File: config.mk
export PLATFORM = sky130hd
export DESIGN_NAME = mic_frame_capture
export DESIGN_NICKNAME = d
export VERILOG_FILES = /design/src/rtl/mic_pkg.sv /design/src/rtl/mic_decimator.sv /design/src/rtl/mic_frame_capture.sv
export SDC_FILE = /design/constraint.sdc
export NUM_CORES = 1
export LEC_CHECK = 0
export CORE_ASPECT_RATIO = 0.5
export CORE_MARGIN = 4
export CORE_UTILIZATION = 30
export DETAILED_ROUTE_END_ITERATION = 10
export PLACE_DENSITY = 0.62
export SETUP_SLACK_MARGIN = 0.02
export SLEW_MARGIN = 20
export SYNTH_ARGS = -nofsm -noshare
export SYNTH_HDL_FRONTEND = slang
export SYNTH_SLANG_ARGS = --single-unit
File: constraint.sdc
create_clock -name i_clk_25 -period 2.5 [get_ports i_clk_25]
set_input_delay 0.375 -clock i_clk_25 [delete_from_list [all_inputs] [get_ports i_clk_25]]
set_output_delay 0.375 -clock i_clk_25 [all_outputs]
set_load 0.01 [all_outputs]
File: src/rtl/mic_pkg.sv
// Shared types and the sample scaling helper for the microphone frame capture block.
package mic_pkg;

    typedef enum logic [1:0] {
        ST_IDLE    = 2'd0,
        ST_CAPTURE = 2'd1,
        ST_PUBLISH = 2'd2
    } mic_cap_state_t;

    localparam int MIC_MAX_W = 64;

    // Offset-binary to OUT_W conversion; callers truncate the wide result to OUT_W.
    function automatic logic [MIC_MAX_W-1:0] mic_scale(
        input logic [MIC_MAX_W-1:0] sample,
        input int                   sample_w,
        input int                   shift,
        input bit                   signed_out
    );
        logic [MIC_MAX_W-1:0] v;
        logic [5:0]           msb;
        msb = 6'(sample_w - 1);
        v   = sample;
        if (signed_out) begin
            v[msb] = ~v[msb];
        end
        for (int i = 0; i < MIC_MAX_W; i++) begin
            if (i >= sample_w) begin
                v[i] = signed_out ? v[msb] : 1'b0;
            end
        end
        return v << shift;
    endfunction

endpackage

File: src/rtl/mic_decimator.sv
// Strobe decimator: accepts every DECIM-th strobe, restarting the phase on clr.
module mic_decimator #(
    parameter int DECIM = 1
) (
    input  logic i_clk_25,
    input  logic i_reset,
    input  logic i_clr,
    input  logic i_strobe,
    output logic o_accept
);
    import mic_pkg::*;

    localparam int CNT_W = (DECIM > 1) ? $clog2(DECIM) : 1;

    logic [CNT_W-1:0] r_cnt;

    assign o_accept = i_strobe && (r_cnt == '0);

    always_ff @(posedge i_clk_25) begin
        if (i_reset || i_clr) begin
            r_cnt <= '0;
        end else if (i_strobe) begin
            r_cnt <= (r_cnt == CNT_W'(DECIM - 1)) ? '0 : r_cnt + CNT_W'(1);
        end
    end

endmodule

File: src/rtl/mic_frame_capture.sv
// Collects N_SAMPLES decimated ADC samples, scales them and publishes the frame with a done pulse.
module mic_frame_capture
    import mic_pkg::*;
#(
    parameter int SAMPLE_W   = 12,
    parameter int OUT_W      = 18,
    parameter int N_SAMPLES  = 16,
    parameter int DECIM      = 1,
    parameter int SHIFT      = 6,
    parameter int SIGNED_OUT = 0
) (
    input  logic                       i_clk_25,
    input  logic                       i_reset,
    input  logic [SAMPLE_W-1:0]        i_sample,
    input  logic                       i_sample_valid,
    input  logic                       i_start,
    input  logic                       i_cont,
    input  logic                       i_stop,
    output logic                       o_busy,
    output logic                       o_done,
    output logic                       o_overrun,
    output logic [N_SAMPLES*OUT_W-1:0] o_frame_out
);
    localparam int IDX_W = $clog2(N_SAMPLES);
    localparam logic [IDX_W-1:0] LAST_IDX = IDX_W'(N_SAMPLES - 1);

    if (SAMPLE_W + SHIFT > OUT_W) begin : g_bad_width
        $error("mic_frame_capture: SAMPLE_W + SHIFT exceeds OUT_W");
    end
    if (OUT_W > MIC_MAX_W) begin : g_bad_out_w
        $error("mic_frame_capture: OUT_W exceeds MIC_MAX_W");
    end
    if (N_SAMPLES < 2) begin : g_bad_n
        $error("mic_frame_capture: N_SAMPLES must be at least 2");
    end
    if (DECIM < 1) begin : g_bad_decim
        $error("mic_frame_capture: DECIM must be at least 1");
    end

    mic_cap_state_t             r_state;
    mic_cap_state_t             w_state_nxt;
    logic [IDX_W-1:0]           r_idx;
    logic [OUT_W-1:0]           r_buf [N_SAMPLES];
    logic [N_SAMPLES*OUT_W-1:0] r_frame;
    logic                       r_done;
    logic                       r_overrun;
    logic                       w_accept;
    logic                       w_clr;
    logic                       w_begin;
    logic                       w_store;
    logic                       w_publish;
    logic [OUT_W-1:0]           w_scaled;

    mic_decimator #(.DECIM(DECIM)) u_decim (
        .i_clk_25 (i_clk_25),
        .i_reset  (i_reset),
        .i_clr    (w_clr),
        .i_strobe (i_sample_valid),
        .o_accept (w_accept)
    );

    assign w_scaled = OUT_W'(mic_scale(MIC_MAX_W'(i_sample), SAMPLE_W, SHIFT, SIGNED_OUT != 0));

    always_comb begin
        w_state_nxt = r_state;
        w_clr       = 1'b0;
        w_begin     = 1'b0;
        w_store     = 1'b0;
        w_publish   = 1'b0;
        case (r_state)
            ST_IDLE: begin
                if (i_start && !i_stop) begin
                    w_state_nxt = ST_CAPTURE;
                    w_clr       = 1'b1;
                    w_begin     = 1'b1;
                end
            end
            ST_CAPTURE: begin
                if (i_stop) begin
                    w_state_nxt = ST_IDLE;
                end else if (w_accept) begin
                    w_store = 1'b1;
                    if (r_idx == LAST_IDX) begin
                        w_state_nxt = ST_PUBLISH;
                    end
                end
            end
            ST_PUBLISH: begin
                w_publish = 1'b1;
                if (i_cont && !i_stop) begin
                    w_state_nxt = ST_CAPTURE;
                    w_clr       = 1'b1;
                end else begin
                    w_state_nxt = ST_IDLE;
                end
            end
            default: w_state_nxt = ST_IDLE;
        endcase
    end

    always_ff @(posedge i_clk_25) begin
        if (i_reset) begin
            r_state   <= ST_IDLE;
            r_idx     <= '0;
            r_frame   <= '0;
            r_done    <= 1'b0;
            r_overrun <= 1'b0;
        end else begin
            r_state <= w_state_nxt;
            r_done  <= w_publish;
            if (w_clr) begin
                r_idx <= '0;
            end else if (w_store) begin
                r_idx <= r_idx + IDX_W'(1);
            end
            if (w_publish) begin
                for (int i = 0; i < N_SAMPLES; i++) begin
                    r_frame[i*OUT_W +: OUT_W] <= r_buf[i];
                end
            end
            // A strobe landing in the single publish cycle has nowhere to go.
            if (w_begin) begin
                r_overrun <= 1'b0;
            end else if (r_state == ST_PUBLISH && w_accept) begin
                r_overrun <= 1'b1;
            end
        end
    end

    always_ff @(posedge i_clk_25) begin
        if (w_store) begin
            r_buf[r_idx] <= w_scaled;
        end
    end

    assign o_busy      = (r_state != ST_IDLE);
    assign o_done      = r_done;
    assign o_overrun   = r_overrun;
    assign o_frame_out = r_frame;

endmodule
==> impl_metrics.toml <==
[outcome]
status = "finished clean"

[clock_tree]
clock_latency_ns = 0.51
tritoncts_num_sinks = 392
cts-root-buf = "clkbuf_16"
htree_num_levels = 2
numCtsBuffers = 39
cts_setup_buffers = 0
clk_pin_slew_ns = 0.06
clockBufferDepth = 3
post_cts_resize_count = 0
holdBufCountCts = 0
cts_tree = "yes"

[drt]
wl_mm = 35.2
drtIter0Drc = 528
drc = 0
vias = 8894
routed_via_density = 4.36
drt_first_pass_iters = 5
wl_per_cell_um = 17.2
ant_nets = 0

[cells_and_area]
nFillCells = 4295
antenna_cells = 0
area_delta_synth_final_pct = 26.6
stdcell_area_sq_um = 17300
drive_above_1_share_pct = 6.37
nNetsFinal = 1437

[logic_synthesis]
synthCells = 1195
synth_top_area_share_pct = 42.1
synth.distinct_cells = 25
syn_area_per_cell_sq_um = 11.5
synth-warning-count = 0
ys_seq_area_share_pct = 71.4
synth_area_leaders = "edfxtp_1, dfxtp_1, nand2_1"
netlist_area_sq_um = 13700
ys_seq_elements = 392
synth_top_area_cell = "edfxtp_1"

[sta]
timing.final.crit_share_pct = 87.1
grt_setup_unrepaired = "no"
finalMaxSlewViolations = 0
setup_ws_ns = 0.324
clock_skew_ns = 0.0174
tightest_slew_ns = 0.625
fmax_mhz = 459
tns_ns = 0
slew_headroom_pct = 58.4
min_period_ns = 2.18
hold_viol_final = 0
setup_viol = 0

[worst_setup_path]
cp.arrival_ns = 1.80
crit_required_ns = 2.12
crit_path_max_fanout = 10
startpoint_type = "flip-flop"
critPathKind = "reg2out"
setup.worst_path.end_class = "output port"

[placed_design]
gp_congestion = 0.741
place_ws_ns = 0.255
place_hpwl_mm = 21.8
dpl_cell_area_sq_um = 16100
io_buffers = 212

[floorplan]
initial_utilization_pct = 30.3
fp.coreArea_sq_um = 45100
die_w_um = 310
die_area_sq_um = 49300
io_pins = 309
fp-row-count = 55
die_h_um = 159

[hold_path]
hp-class = "in2reg"

[grt]
grt_usage_pct = 13.6
grt_pass1_vias = 8535
grt_max_degree = 108
antenna_found_initial = 0
grt_pass1_wl_mm = 51.5
overflow = 0

[flow_run]
cap_viol_max_count = 0

[pwr]
powerDensity_nw_per_um2 = 726
p_leak_uw = 0.00564
vdd.ir_drop.worst_uv = 417
-- worst paths after layout --
check        slack (ns)              from                to  cells past startpoint
min                0.33           i_reset   o_frame_out[46]                      2
max reg2reg        0.61        r_state[0]       r_buf[0][3]                      4
max                0.32        r_state[0]            o_busy                      2
min reg2reg        0.45  o_frame_out[287]  o_frame_out[287]                      2
-- kinds of logic (layout without fill, tap and decap cells) --
kind of cell             count (synthesis)  count (layout)  synth area share [%]
other                                    1              96                0.0274
AO/OA/AOI/OAI                          202             202                  7.48
multiplexers                             1               1                0.0731
buffers and inverters                  169             323                  8.68
AND/OR/NAND/NOR                        426             426                  12.0
adder cells (fa/ha/maj)                  4               4                 0.366
flip-flops                             392             392                  71.4
-- routing by layer --
metal  share of wire [%]  track usage, %  up-vias
met5                   0               0        -
met4                 2.6            4.32        0
met3                 3.9            1.87       63
met2                  56            26.8      197
met1                  37            14.8     4405
li1                    -               -     4229
-- power breakdown --
part	total, uW	leakage, uW	internal (uW)	switching (uW)
registers	6730	0.00334	6730	3.64
clock network	5560	0.000591	3250	2310
logic	283	0.00172	53.9	229
total	12600	0.00564	10000	2540
-- cell usage in the layout, fill, tap and decap left out, types with 4 or more instances in the layout --
master	netlist	layout
a21oi_1	198	198
buf_12	0	7
buf_4	104	29
clkbuf_1	24	15
clkbuf_16	0	41
clkdlybuf4s50_1	0	211
clkinv_1	0	5
clkinv_2	0	4
conb_1	1	96
dfxtp_1	200	200
edfxtp_1	192	192
ha_1	4	4
inv_1	5	5
nand2_1	394	394
nor2_1	14	14
nor3_1	5	5
-- synthesized netlist by cell type --
master,number
nor2_1,14
nor2b_1,1
conb_1,1
clkbuf_1,24
and4bb_2,1
nand2b_1,3
nand4_1,1
nand2_1,394
inv_1,5
or2_2,1
a21oi_1,198
ha_1,4
a311oi_2,1
mux2i_1,1
nand4bb_1,1
buf_6,19
edfxtp_1,192
o31ai_1,1
nand3_1,2
buf_4,104
o21ai_0,2
dfxtp_1,200
buf_2,17
nor3_1,5
or3_1,3
-- cell type report --
cell class / count / area (sq um) / area share [%]
sequential: 392 / 9770 / 56.4
multi-input combinational: 729 / 3110 / 17.9
timing repair buffer: 248 / 2480 / 14.3
clock buffer: 57 / 1100 / 6.32
tap: 598 / 748 / 4.32
clock inverter: 13 / 116 / 0.671
inverter: 5 / 18.8 / 0.108
-- registers in the layout (all words and copies together) (netlist names) --
signal and cells:
o_done 1, o_frame_out 192, o_overrun 1, r_buf 192, r_idx 4, r_state 2
-- metrics by stage --
step	total power, uW	hold slack, ns	util [%]	instances
after global routing	12900	0.347	38.4	2042
after floorplan	7100	0.471	-	1290
after detailed placement	7150	0.447	35.7	1972
after global placement	7150	0.442	35.7	1972
final	12600	0.329	38.4	2042
after CTS	12700	0.334	38.4	2042
-- critical path: stages, from the launching register on --
cell and delay, ns:
dfxtp_1 0.53, or2_2 0.21, clkdlybuf4s50_1 0.54
Note: power is estimated with default switching activity, not from simulation.
